===== src/rtl/spi_pkg.sv =====
`default_nettype none
// ---------------------------------------------------------------------------
// spi_pkg : shared state encoding, data width and helpers for the SPI master
// Rev 1.0
// ---------------------------------------------------------------------------
package spi_pkg;

  localparam int SPI_DATA_W = 8;
  localparam int SPI_BIT_W  = $clog2(SPI_DATA_W);

  typedef enum logic [2:0] {
    IDLE  = 3'd0,
    SETUP = 3'd1,
    HIGH  = 3'd2,
    LOW   = 3'd3,
    HOLD  = 3'd4
  } spi_state_e;

  function automatic int id_width(input int n);
    return (n > 1) ? $clog2(n) : 1;
  endfunction

endpackage
`default_nettype wire


===== src/rtl/spi_master_ctrl_if.sv =====
`default_nettype none
// ---------------------------------------------------------------------------
// spi_master_ctrl_if : requester handshake, response and SPI pin bundle
// Rev 1.0
// ---------------------------------------------------------------------------
interface spi_master_ctrl_if #(
  parameter int NUM_REQ = 2,
  parameter int ID_W    = spi_pkg::id_width(NUM_REQ)
) ();
  import spi_pkg::*;

  logic [NUM_REQ-1:0]            req_valid;
  logic [SPI_DATA_W*NUM_REQ-1:0] req_data;
  logic [NUM_REQ-1:0]            req_ready;
  logic                          rsp_valid;
  logic [SPI_DATA_W-1:0]         rsp_data;
  logic [ID_W-1:0]               rsp_id;
  logic                          sclk;
  logic                          mosi;
  logic                          miso;
  logic [NUM_REQ-1:0]            cs_n;

  modport master (
    input  req_valid, req_data, miso,
    output req_ready, rsp_valid, rsp_data, rsp_id, sclk, mosi, cs_n
  );

  modport slave (
    output req_valid, req_data, miso,
    input  req_ready, rsp_valid, rsp_data, rsp_id, sclk, mosi, cs_n
  );

endinterface
`default_nettype wire


===== src/rtl/spi_rr_arbiter.sv =====
`default_nettype none
// ---------------------------------------------------------------------------
// spi_rr_arbiter : combinational round-robin pick starting at ptr_i
// Rev 1.0
// ---------------------------------------------------------------------------
module spi_rr_arbiter #(
  parameter int NUM_REQ = 2,
  parameter int ID_W    = 1
) (
  input  logic [NUM_REQ-1:0] req_i,
  input  logic [ID_W-1:0]    ptr_i,
  output logic [NUM_REQ-1:0] gnt_o,
  output logic [ID_W-1:0]    id_o,
  output logic               any_o
);

  int            idx;
  logic [ID_W-1:0] idx_sel;

  // Walk from lowest to highest priority so the last hit is the winner.
  always_comb begin
    gnt_o   = '0;
    id_o    = '0;
    any_o   = 1'b0;
    idx     = 0;
    idx_sel = '0;
    for (int k = NUM_REQ - 1; k >= 0; k--) begin
      idx     = (int'(ptr_i) + k) % NUM_REQ;
      idx_sel = ID_W'(idx);
      if (req_i[idx_sel]) begin
        gnt_o          = '0;
        gnt_o[idx_sel] = 1'b1;
        id_o           = idx_sel;
        any_o          = 1'b1;
      end
    end
  end

endmodule
`default_nettype wire


===== src/rtl/spi_master_ctrl.sv =====
`default_nettype none
// ---------------------------------------------------------------------------
// spi_master_ctrl : shares one mode-0 byte shifter between NUM_REQ requesters
// Rev 1.0
// ---------------------------------------------------------------------------
module spi_master_ctrl
  import spi_pkg::*;
#(
  parameter int CLK_DIV = 4,
  parameter int NUM_REQ = 2
) (
  input  logic              clk,
  input  logic              rst_n,
  spi_master_ctrl_if.master bus
);

  localparam int              ID_W    = id_width(NUM_REQ);
  localparam int              PH_W    = (CLK_DIV > 1) ? $clog2(CLK_DIV) : 1;
  localparam logic [PH_W-1:0] PH_LAST = PH_W'(CLK_DIV - 1);

  if (CLK_DIV < 1) begin : g_bad_clk_div
    $error("spi_master_ctrl: CLK_DIV must be >= 1");
  end
  if (NUM_REQ < 1 || NUM_REQ > 8) begin : g_bad_num_req
    $error("spi_master_ctrl: NUM_REQ must be in 1..8");
  end

  spi_state_e                state_q;
  logic [PH_W-1:0]           phase_q;
  logic [SPI_BIT_W-1:0]      bit_q;
  logic [SPI_DATA_W-1:0]     tx_q;
  logic [SPI_DATA_W-1:0]     rx_q;
  logic [ID_W-1:0]           id_q;
  logic [ID_W-1:0]           ptr_q;
  logic [ID_W-1:0]           ptr_d;
  logic                      sclk_q;
  logic                      mosi_q;
  logic [NUM_REQ-1:0]        cs_n_q;
  logic                      rsp_valid_q;
  logic [SPI_DATA_W-1:0]     rsp_data_q;
  logic [ID_W-1:0]           rsp_id_q;

  logic [NUM_REQ-1:0]        gnt;
  logic [ID_W-1:0]           gnt_id;
  logic                      gnt_any;
  logic                      grant_en;
  logic                      accept;
  logic                      phase_last;
  logic [SPI_DATA_W-1:0]     req_byte;

  spi_rr_arbiter #(
    .NUM_REQ (NUM_REQ),
    .ID_W    (ID_W)
  ) u_arb (
    .req_i (bus.req_valid),
    .ptr_i (ptr_q),
    .gnt_o (gnt),
    .id_o  (gnt_id),
    .any_o (gnt_any)
  );

  // The response cycle is spent in IDLE but must not grant, which guarantees
  // at least one idle cycle with all chip selects high between transfers.
  assign grant_en   = rst_n && (state_q == IDLE) && !rsp_valid_q;
  assign accept     = grant_en && gnt_any;
  assign ptr_d      = (gnt_id == ID_W'(NUM_REQ - 1)) ? '0 : gnt_id + 1'b1;
  assign req_byte   = bus.req_data[gnt_id*SPI_DATA_W +: SPI_DATA_W];
  assign phase_last = (phase_q == PH_LAST);

  assign bus.req_ready = grant_en ? gnt : '0;
  assign bus.rsp_valid = rsp_valid_q;
  assign bus.rsp_data  = rsp_data_q;
  assign bus.rsp_id    = rsp_id_q;
  assign bus.sclk      = sclk_q;
  assign bus.mosi      = mosi_q;
  assign bus.cs_n      = cs_n_q;

  always_ff @(posedge clk or negedge rst_n) begin
    if (!rst_n) begin
      state_q     <= IDLE;
      phase_q     <= '0;
      bit_q       <= '0;
      tx_q        <= '0;
      rx_q        <= '0;
      id_q        <= '0;
      ptr_q       <= '0;
      sclk_q      <= 1'b0;
      mosi_q      <= 1'b0;
      cs_n_q      <= '1;
      rsp_valid_q <= 1'b0;
      rsp_data_q  <= '0;
      rsp_id_q    <= '0;
    end else begin
      rsp_valid_q <= 1'b0;
      if (state_q != IDLE) begin
        phase_q <= phase_last ? '0 : phase_q + 1'b1;
      end
      case (state_q)
        IDLE: begin
          if (accept) begin
            state_q <= SETUP;
            phase_q <= '0;
            bit_q   <= '0;
            tx_q    <= req_byte;
            mosi_q  <= req_byte[SPI_DATA_W-1];
            id_q    <= gnt_id;
            ptr_q   <= ptr_d;
            cs_n_q  <= ~gnt;
          end
        end
        SETUP, LOW: begin
          if (phase_last) begin
            state_q <= HIGH;
            sclk_q  <= 1'b1;
            rx_q    <= {rx_q[SPI_DATA_W-2:0], bus.miso};
          end
        end
        HIGH: begin
          if (phase_last) begin
            sclk_q <= 1'b0;
            if (bit_q == SPI_BIT_W'(SPI_DATA_W - 1)) begin
              state_q <= HOLD;
            end else begin
              state_q <= LOW;
              tx_q    <= {tx_q[SPI_DATA_W-2:0], 1'b0};
              mosi_q  <= tx_q[SPI_DATA_W-2];
              bit_q   <= bit_q + 1'b1;
            end
          end
        end
        HOLD: begin
          if (phase_last) begin
            state_q     <= IDLE;
            cs_n_q      <= '1;
            rsp_valid_q <= 1'b1;
            rsp_data_q  <= rx_q;
            rsp_id_q    <= id_q;
          end
        end
        default: state_q <= IDLE;
      endcase
    end
  end

endmodule
`default_nettype wire


===== src/flat_wrapper.sv =====
// flat-port wrapper written by rule: the top's interface ports become plain ports
module spi_master_ctrl_flat import spi_pkg::*;
#(
  parameter int CLK_DIV = 4,
  parameter int NUM_REQ = 2
)
  (clk, rst_n, bus_req_valid, bus_req_data, bus_miso, bus_req_ready, bus_rsp_valid, bus_rsp_data, bus_rsp_id, bus_sclk, bus_mosi, bus_cs_n);
  spi_master_ctrl_if #(.NUM_REQ(NUM_REQ)) bus_i ();
  input  logic clk;
  input  logic rst_n;
  input wire logic [$bits(bus_i.req_valid)-1:0] bus_req_valid;
  input wire logic [$bits(bus_i.req_data)-1:0] bus_req_data;
  input wire logic [$bits(bus_i.miso)-1:0] bus_miso;
  output wire logic [$bits(bus_i.req_ready)-1:0] bus_req_ready;
  output wire logic [$bits(bus_i.rsp_valid)-1:0] bus_rsp_valid;
  output wire logic [$bits(bus_i.rsp_data)-1:0] bus_rsp_data;
  output wire logic [$bits(bus_i.rsp_id)-1:0] bus_rsp_id;
  output wire logic [$bits(bus_i.sclk)-1:0] bus_sclk;
  output wire logic [$bits(bus_i.mosi)-1:0] bus_mosi;
  output wire logic [$bits(bus_i.cs_n)-1:0] bus_cs_n;
  assign bus_i.req_valid = bus_req_valid;
  assign bus_i.req_data = bus_req_data;
  assign bus_i.miso = bus_miso;
  assign bus_req_ready = bus_i.req_ready;
  assign bus_rsp_valid = bus_i.rsp_valid;
  assign bus_rsp_data = bus_i.rsp_data;
  assign bus_rsp_id = bus_i.rsp_id;
  assign bus_sclk = bus_i.sclk;
  assign bus_mosi = bus_i.mosi;
  assign bus_cs_n = bus_i.cs_n;
  spi_master_ctrl #(.CLK_DIV(CLK_DIV), .NUM_REQ(NUM_REQ)) u_core (.clk(clk), .rst_n(rst_n), .bus(bus_i));
endmodule

===== config.mk =====
export PLATFORM = sky130hd
export DESIGN_NAME = spi_master_ctrl_flat
export DESIGN_NICKNAME = d
export VERILOG_FILES = /design/src/rtl/spi_pkg.sv /design/src/rtl/spi_master_ctrl_if.sv /design/src/rtl/spi_rr_arbiter.sv /design/src/rtl/spi_master_ctrl.sv /design/src/flat_wrapper.sv
export SDC_FILE = /design/constraint.sdc
export NUM_CORES = 1
export LEC_CHECK = 0
export ABC_CLOCK_PERIOD_IN_PS = 5900
export BUFFER_PORTS_ARGS = -buffer_cell sky130_fd_sc_hd__buf_2
export CAP_MARGIN = 20
export CORE_ASPECT_RATIO = 1.4
export CORE_UTILIZATION = 58
export CTS_CLUSTER_DIAMETER = 60
export CTS_CLUSTER_SIZE = 20
export DETAILED_ROUTE_END_ITERATION = 7
export PLACE_DENSITY = 0.9
export SKIP_LAST_GASP = 1
export SYNTH_ARGS = -nofsm -noshare
export SYNTH_HDL_FRONTEND = slang
export SYNTH_HIERARCHICAL = 1
export SYNTH_SLANG_ARGS = --single-unit

===== constraint.sdc =====
create_clock -name clk -period 5.9 [get_ports clk]
set_input_delay 1.475 -clock clk [delete_from_list [all_inputs] [get_ports clk]]
set_output_delay 1.475 -clock clk [all_outputs]
set_load 0.01 [all_outputs]

### Yosys cells after proc, flatten, opt, wreduce, memory -nomap -nowiden

Index checks and enable logic that the tools add are counted.

* register bits after elaboration: 39
* output and inout port bits: 16
* logic and storage cells: 99

* add/sub/neg operators: 4
* order comparisons: 4
* equal/unequal tests: 11
* shift-type cells: 1
* mux-type cells: 46
* bitwise operators: 1
* reduce and logical (&&, ||, !) cells: 19

Operators with widths (count)
* two-way mux 3 bit: 8
* two-way mux 7 bit: 3
* two-way mux 1 bit: 18
* two-way mux 2 bit: 9
* variable part select 16 x 5 -> 8 bit: 1
* case mux 7 bit (2 select lines): 1
* case mux 3 bit (4 select lines): 1
* != test 2 x 1 -> 1 bit (second input constant): 4
* AND reduction 4 bit: 2
* equality test 3 x 2 -> 1 bit (second input constant): 2
* equality test 3 bit (second input constant): 2
* case mux 3 bit (2 select lines): 1
* AND reduction 2 bit: 3
* AND reduction 3 bit: 2
* nonzero test 2 bit: 3
* logical AND 1 bit: 5
* < comparator 1 x 2 -> 1 bit (second input constant): 2
* case mux 1 bit (2 select lines): 2
* case mux 2 bit (2 select lines): 1
* adder 3 x 1 -> 3 bit (second input constant): 1
* equality test 3 x 1 -> 1 bit (second input constant): 1
* zero test 3 bit: 1
* nonzero test 3 bit: 1
* adder 1 bit (second input constant): 2
* other kinds (8): 10

### Longest topological paths before layout

Gate-level depths: netlist of run 1.

* depth after elaboration: 10
* depth in mapped cells: 6
* mapped depth without buffers: 5

### Cells and area by module

The synthesis of run 1 kept the hierarchy.

Modules (own cells, without submodules)
* spi_master_ctrl: instances 1, cells each 136, area an instance 1824.2 um2, seq. area each 978.4 um2
* spi_rr_arbiter: instances 1, cells each 5, area an instance 32.5 um2, seq. area each 0.0 um2

### Least setup slack after synthesis of run 1

OpenSTA, ideal clock, no wires.

* kind: input-to-output
* from: input port bus_req_valid[1]
* to: output port bus_req_ready[1]
* arrival time: 1.911 ns
* data required time: 4.425 ns
* slack: 2.514 ns
* cell stages on the path: 3
* path through: a21boi_1 > buf_4 > and2_1

* cells in the longest elaborated chain, start to end: 5
* elaborated cells on any way between the ends: 7

Ends and longest elaborated chain
* start: declaration: RTL line flat_wrapper.sv:11 `input wire logic [$bits(bus_i.req_valid)-1:0] bus_req_valid;`
* two-way mux 1 bit (not written as such) (2 in a row): RTL line spi_rr_arbiter.sv:30 `if (req_i[idx_sel]) begin`
* two-way mux 2 bit: RTL line spi_rr_arbiter.sv:30
* two-way mux 2 bit (*): RTL line spi_rr_arbiter.sv:30
* named net u_core.gnt[1]: RTL line spi_master_ctrl.sv:43 `logic [NUM_REQ-1:0] gnt;`
* two-way mux 2 bit (*): RTL line spi_master_ctrl.sv:70 `assign bus.req_ready = grant_en ? gnt : '0;`
* end: declaration: RTL line flat_wrapper.sv:14 `output wire logic [$bits(bus_i.req_ready)-1:0] bus_req_ready;`

The timed path passes the listed nets; every way through them passes the cells marked *. The select of a mux whose other input is x is not followed.

### Final worst setup path of run 1

* from: input port rst_n
* to: output port bus_req_ready[1]

* cells in the longest elaborated chain, start to end: 3

Ends and longest elaborated chain
* start: declaration: RTL line flat_wrapper.sv:10 `input logic rst_n;`
* logical AND 1 bit (2 in a row): RTL line spi_master_ctrl.sv:64 `assign grant_en = rst_n && (state_q == IDLE) && !rsp_valid_q;`
* two-way mux 2 bit: RTL line spi_master_ctrl.sv:70

Every way passes these cells.

==> flow_metrics.py, run 1 <==
metrics = {
    "global_route": {
        "gr-total-overflow": 0,
        "grt_pass1_vias": 1224,
        "antenna_found_initial": 0,
        "grt_usage": 0.218,
        "grt_pass1_wl_mm": 5.38,
        "grt_max_degree": 42,
    },
    "sta": {
        "final-setup-viol-count": 0,
        "max_slew.worst_pin.slew_ns": 0.479,
        "period_needed_ns": 4.06,
        "fin_crit_sh": 0.688,
        "slew_viol_final": 0,
        "relSlewSlack": 0.681,
        "max_freq_mhz": 246,
        "fin_skew_ns": 0.00711,
        "rsz0062_at_grt": "false",
        "setup_tns_ns": 0,
        "hold_violations": 0,
    },
    "placement": {
        "gp_congestion": 0.742,
        "port-buffer-count": 36,
        "place_hpwl_mm": 2.30,
    },
    "clock_tree": {
        "cts_setup_buffers": 0,
        "cts.repair.resized": 0,
        "cts-root-buf": "clkbuf_8",
        "cts_tree": "yes",
        "postCtsHoldBufs": 0,
        "clock_sinks": 39,
        "cts_buffer_depth": 2,
        "cts_max_level": 2,
        "cts_buffers": 5,
        "clk_pin_slew_ns": 0.07,
        "clock_latency_ns": 0.29,
    },
    "floorplan": {
        "start_util": 0.626,
        "die_h_um": 68.9,
        "die-area_um2": 3430,
        "rows": 23,
        "core_area_um2": 2960,
        "dieWidth_um": 49.8,
        "ios": 37,
    },
    "layout": {
        "final_common_cell": "dfrtp_1",
        "final_cell_mix": "37 x dfrtp_1, 36 x buf_2, 29 x mux2_2",
        "area_growth_pct": 17.7,
        "fillers": 204,
        "nets": 203,
        "antenna_cells": 0,
        "utilization": 0.737,
        "layout-drive-gt1-share": 0.478,
    },
    "critical_path": {
        "crit_type": "in2out",
        "reg2reg_depth": 3,
        "r2r-start": "u_core/state_q[0]",
        "timing.rr.end": "u_core/tx_q[6]",
        "critPathArrivalTime_ns": 2.58,
        "cp-start-kind": "primary input",
        "cp_slowest_cell": "buf_4",
        "critical_path.endpoint_type": "output pin",
        "crit_buf_inv": 3,
        "crit_chain": "buf_2, buf_4, nor3b_1, and2_1, buf_2",
        "crit_top_cell": "buf_2",
        "cp_max_fo": 41,
        "crit_family": "buffers and inverters",
        "r2r_slack_ns": 4.05,
        "slowest_delay_ns": 0.40,
        "critPathRequiredTime_ns": 4.43,
    },
    "min_path": {
        "min_from": "u_core/tx_q[0]",
        "worstHoldEndpoint": "u_core/tx_q[0]",
        "hold_path.class": "reg2reg",
        "worst_hold_path.num_cells": 1,
    },
    "power": {
        "peakVddDrop_mv": 0.360,
        "p_leak_nw": 1.08,
        "power_density_nw_per_um2": 477,
    },
    "logic_synthesis": {
        "ys_types": 33,
        "synth_fp_nets": 165,
        "netlist_instances": 141,
        "yosysWarnings": 6,
        "syn_area_um2": 1860,
        "synth_top_cell_by_area": "dfrtp_1",
        "synth_top_area_frac": 0.499,
        "synth_area_leaders": "dfrtp_1 50%, mux2_2 18%, mux2i_1 7.0%, dfstp_2 2.8%, mux2_4 2.4%",
        "ys_seq_area_frac": 0.527,
        "syn_area_per_cell_um2": 13.2,
        "ys_ff_latch": 39,
    },
    "drt": {
        "vias": 1226,
        "first_iter_violations": 24,
        "viasPerCell": 5.65,
        "drt_pre_antenna_iters": 4,
        "wl_per_cell_um": 15.2,
        "ant_nets": 0,
        "met3_length_um": 196,
        "wl_met1_mm": 1.25,
        "routed_wl_mm": 3.29,
        "drcViolationCount": 0,
        "routed.top_layer": "met4",
        "wl_met2_mm": 1.74,
    },
    "status": {
        "status": "complete, no violations",
    },
    "job": {
        "drv_cap": 0,
    },
}
==> state kept, by name, summed over array words and instances (netlist names) <==
register	flops
u_core/rx_q	8
u_core/tx_q	7
u_core/bus.cs_n	2
u_core/phase_q	2
u_core/bus.sclk	1
u_core/bus.rsp_id	1
u_core/bus.rsp_valid	1
u_core/id_q	1
u_core/ptr_q	1
u_core/bit_q	3
u_core/bus.mosi	1
u_core/state_q	3
u_core/bus.rsp_data	8
==> layout make-up <==
cell class / instances / area [µm²] / share of cell area
repair buffers: 39 / 206 / 0.0945
inverters: 8 / 30.0 / 0.0137
well taps: 37 / 46.3 / 0.0212
clock inverters: 3 / 67.6 / 0.0309
multi-input cells: 86 / 787 / 0.360
flip-flops and latches: 39 / 978 / 0.448
clock buffers: 5 / 68.8 / 0.0315
==> worst register-to-register path: stages, from the launching register on <==
cell and delay [ns]:
dfrtp_1 0.47, or3_1 0.52, a2bb2o_4 0.39, mux2_2 0.36
==> cells by family (layout without fill, tap and decap cells) <==
family	after synthesis	in the layout	synth area share
fa+ha+maj	3	3	0.0202
buf+inv	16	55	0.0492
compound gates	10	10	0.0431
simple gates	28	28	0.0903
mux	45	45	0.270
flops	39	39	0.527
==> worst max-delay path by stage <==
stage	start	end	slack (ns)	depth (start not counted)
CTS	rst_n	bus_req_ready[1]	1.80	5
detailed placement	rst_n	bus_req_ready[0]	1.85	5
finish	rst_n	bus_req_ready[1]	1.84	5
floorplan	bus_req_valid[1]	bus_req_ready[1]	2.51	3
global placement	rst_n	bus_req_ready[1]	1.92	5
global route	rst_n	bus_req_ready[1]	1.70	5
==> layer usage <==
layer / up-vias / track usage
li1: 565 / -
met1: 611 / 0.229
met2: 41 / 0.397
met3: 9 / 0.0636
met4: 0 / 0.114
met5: - / 0
==> cells in the mapped netlist (all sizes together) <==
master  number
dfrtp       37
mux2        32
a2bb2o       1
nand4b       1
clkbuf       2
a22oi        2
or3b         1
mux2i       13
inv          8
o31ai        2
nor2b        1
dfstp        2
and4bb       1
nand3        3
a21boi       2
nand2        5
nor3         1
or2          2
o21ai        2
ha           3
a21oi        1
buf          6
or3          1
nand3b       2
nor3b        3
and2         2
nor2         5
==> metrics by stage <==
step                      cells  cell area [µm²]  hold WS [ns]  power (W)  setup WS [ns]
after floorplan             141             1860         0.462   0.000710           2.51
after global placement      208             2040         0.477   0.000748           1.92
after detailed placement    208             2040         0.491   0.000776           1.85
after CTS                   216             2170         0.511    0.00104           1.80
after global routing        217             2180         0.528    0.00111           1.70
final                       217             2180         0.508    0.00104           1.84
==> where the power goes <==
group	switching [W]	internal [W]	leakage [nW]	total [W]
Clock	0.0000911	0.000169	0.0644	0.000260
Sequential	0.0000629	0.000365	0.492	0.000428
Combinational	0.000163	0.000192	0.527	0.000355
Note: power is estimated with default switching activity, not from simulation.
==> run 2: changes to the inputs <==
--- a/config.mk
+++ b/config.mk
@@ -5,15 +5,15 @@
 export SDC_FILE = /design/constraint.sdc
 export NUM_CORES = 1
 export LEC_CHECK = 0
-export ABC_CLOCK_PERIOD_IN_PS = 5900
+export ABC_CLOCK_PERIOD_IN_PS = 3300
 export BUFFER_PORTS_ARGS = -buffer_cell sky130_fd_sc_hd__buf_2
 export CAP_MARGIN = 20
 export CORE_ASPECT_RATIO = 1.4
-export CORE_UTILIZATION = 58
+export CORE_UTILIZATION = 49
 export CTS_CLUSTER_DIAMETER = 60
 export CTS_CLUSTER_SIZE = 20
 export DETAILED_ROUTE_END_ITERATION = 7
-export PLACE_DENSITY = 0.9
+export PLACE_DENSITY = 0.82
 export SKIP_LAST_GASP = 1
 export SYNTH_ARGS = -nofsm -noshare
 export SYNTH_HDL_FRONTEND = slang
==> constraint.sdc (replaced) <==
create_clock -name clk -period 3.3 [get_ports clk]
set_input_delay 0.825 -clock clk [delete_from_list [all_inputs] [get_ports clk]]
set_output_delay 0.825 -clock clk [all_outputs]
set_load 0.01 [all_outputs]
==> run 2 against run 1 <==
Non-clock buffer count stayed put; count of clock-buffer cells in the layout is 1 higher; core utilization is 14 points lower; sequential power is 77% higher; register-to-register slack worse by 2.6 ns; die area is 18% higher; first-iteration DRC count is 50% lower; critical endpoint unchanged.
==> flow_metrics.py, run 2 (synthesis gave the netlist of run 1 again) <==
metrics = {
    "status": {
        "status": "complete, no violations",
    },
    "power": {
        "power_frac_comb": 0.349,
        "p_clk_frac": 0.225,
        "p_switching_w": 0.000543,
        "sw_frac_of_total": 0.306,
        "power_frac_seq": 0.425,
        "peakVddDrop_mv": 0.540,
        "p_leak_nw": 1.08,
        "power_density_nw_per_um2": 820,
        "p_int_w": 0.00123,
    },
    "critical_path": {
        "reg2reg_depth": 4,
        "critPathArrivalTime_ns": 1.85,
        "cp-start-kind": "flip-flop",
        "cp_slowest_cell": "or3_1",
        "r2r-start": "u_core/state_q[0]",
        "crit_chain": "or3_1, nor3b_1, and2_1, buf_2",
        "crit_family": "simple AND/OR/NAND/NOR gates",
        "worstSetupPathDepth": 4,
        "r2r_slack_ns": 1.47,
        "endpoint": "bus_req_ready[1]",
        "timing.rr.end": "u_core/tx_q[0]",
        "critical_path.endpoint_type": "output pin",
        "critPathRequiredTime_ns": 2.47,
        "crit_buf_inv": 1,
        "cp_max_fo": 8,
        "startpoint": "u_core/state_q[0]",
        "crit_type": "reg2out",
        "slowest_delay_ns": 0.50,
    },
    "clock_tree": {
        "cts_setup_buffers": 0,
        "clk_pin_slew_ns": 0.07,
        "cts_tree": "yes",
        "cts_buffers": 5,
        "cts-root-buf": "clkbuf_8",
        "postCtsHoldBufs": 0,
        "cts_max_level": 2,
        "cts_buffer_depth": 2,
        "clock_latency_ns": 0.29,
        "cts.repair.resized": 0,
        "clock_sinks": 39,
    },
    "drt": {
        "drcViolationCount": 0,
        "routed_wl_mm": 3.18,
        "wl_per_cell_um": 14.3,
        "vias": 1210,
        "viasPerCell": 5.45,
        "ant_nets": 0,
        "first_iter_violations": 12,
        "drt_pre_antenna_iters": 4,
    },
    "global_route": {
        "grt_usage": 0.184,
        "grt_max_degree": 40,
        "grt_pass1_vias": 1243,
        "gr-total-overflow": 0,
        "antenna_found_initial": 0,
        "grt_pass1_wl_mm": 5.20,
    },
    "layout": {
        "antenna_cells": 0,
        "final_common_cell": "dfrtp_1",
        "layout-drive-gt1-share": 0.478,
        "stdcell_area_um2": 2170,
        "final_cell_mix": "37 x dfrtp_1, 36 x buf_2, 29 x mux2_2",
        "area_growth_pct": 16.8,
        "nets": 203,
    },
    "sta": {
        "max_freq_mhz": 374,
        "slew_viol_final": 0,
        "fin_crit_sh": 0.810,
        "holdWs_ns": 0.507,
        "setup_tns_ns": 0,
        "max_slew.worst_pin.slew_ns": 0.475,
        "final-setup-viol-count": 0,
        "rsz0062_at_grt": "false",
        "period_needed_ns": 2.67,
        "worst_slack_ns": 0.627,
        "hold_violations": 0,
        "fin_skew_ns": 0.00228,
        "relSlewSlack": 0.684,
    },
    "placement": {
        "placed_area_um2": 2050,
        "port-buffer-count": 36,
        "place_ws_ns": 0.929,
        "gp_congestion": 0.757,
        "place_hpwl_mm": 2.28,
    },
    "floorplan": {
        "rows": 26,
        "die-area_um2": 4040,
        "core_area_um2": 3640,
        "start_util": 0.510,
        "ios": 37,
        "dieWidth_um": 54.0,
        "die_h_um": 74.8,
    },
    "min_path": {
        "hold_path.class": "reg2reg",
    },
    "job": {
        "drv_cap": 0,
    },
}
-- run 2: cell types whose count changed in the layout (fill, tap and decap cells not counted), sizes merged --
cell      previous run  this run
bufinv               2         1
clkinvlp             1         0
clkbuf               5         6
clkinv               0         1
-- run 2: area by class of cell --
| cell class | count | area, µm² |
|---|---|---|
| repair buffers | 39 | 203 |
| clock inverters | 2 | 35.0 |
| well taps | 42 | 52.6 |
| fillers | 293 | 1480 |
| flip-flops and latches | 39 | 978 |
| inverters | 8 | 30.0 |
| multi-input cells | 86 | 787 |
| clock buffers | 6 | 82.6 |
-- run 2: how the worst min path moves through the flow --
stage | start | endpoint | slack [ns] | cells past startpoint
floorplan | u_core/phase_q[0] | u_core/phase_q[0] | 0.46 | 1
global placement | u_core/phase_q[0] | u_core/phase_q[0] | 0.48 | 1
detailed placement | u_core/tx_q[2] | u_core/tx_q[2] | 0.49 | 1
CTS | u_core/bus.rsp_id | u_core/bus.rsp_id | 0.51 | 1
global route | u_core/bus.rsp_id | u_core/bus.rsp_id | 0.53 | 1
finish | u_core/bus.rsp_data[7] | u_core/bus.rsp_data[7] | 0.51 | 1
-- run 2: layer usage --
| metal | GRT usage | share of wire | up-vias |
|---|---|---|---|
| met1 | 0.196 | 0.41 | 603 |
| met2 | 0.329 | 0.54 | 33 |
| met5 | 0 | 0 | - |
| met4 | 0.0855 | 0.011 | 0 |
| li1 | - | - | 571 |
| met3 | 0.0465 | 0.044 | 3 |
-- run 2: worst reg2reg max path, cell delays in order, from the launching register on --
cell	delay, ns
dfrtp_1	0.46
nor3b_2	0.36
buf_4	0.26
a2bb2o_4	0.28
mux2_2	0.36
-- run 2: stage by stage --
stage | instances | utilization | total power (W)
detailed placement | 214 | 0.563 | 0.00139
floorplan | 141 | - | 0.00127
CTS | 222 | 0.595 | 0.00180
global placement | 214 | 0.563 | 0.00135
global route | 222 | 0.595 | 0.00189
finish | 222 | 0.595 | 0.00178
-- run 2: power groups by stage --
stage / clock, W / combinational, W / sequential, W
2_1_floorplan: 0 / 0.000524 / 0.000744
3_3_place_gp: 0 / 0.000596 / 0.000755
3_5_place_dp: 0 / 0.000626 / 0.000768
4_1_cts: 0.000409 / 0.000631 / 0.000759
5_1_grt: 0.000426 / 0.000683 / 0.000784
6_report: 0.000401 / 0.000621 / 0.000756
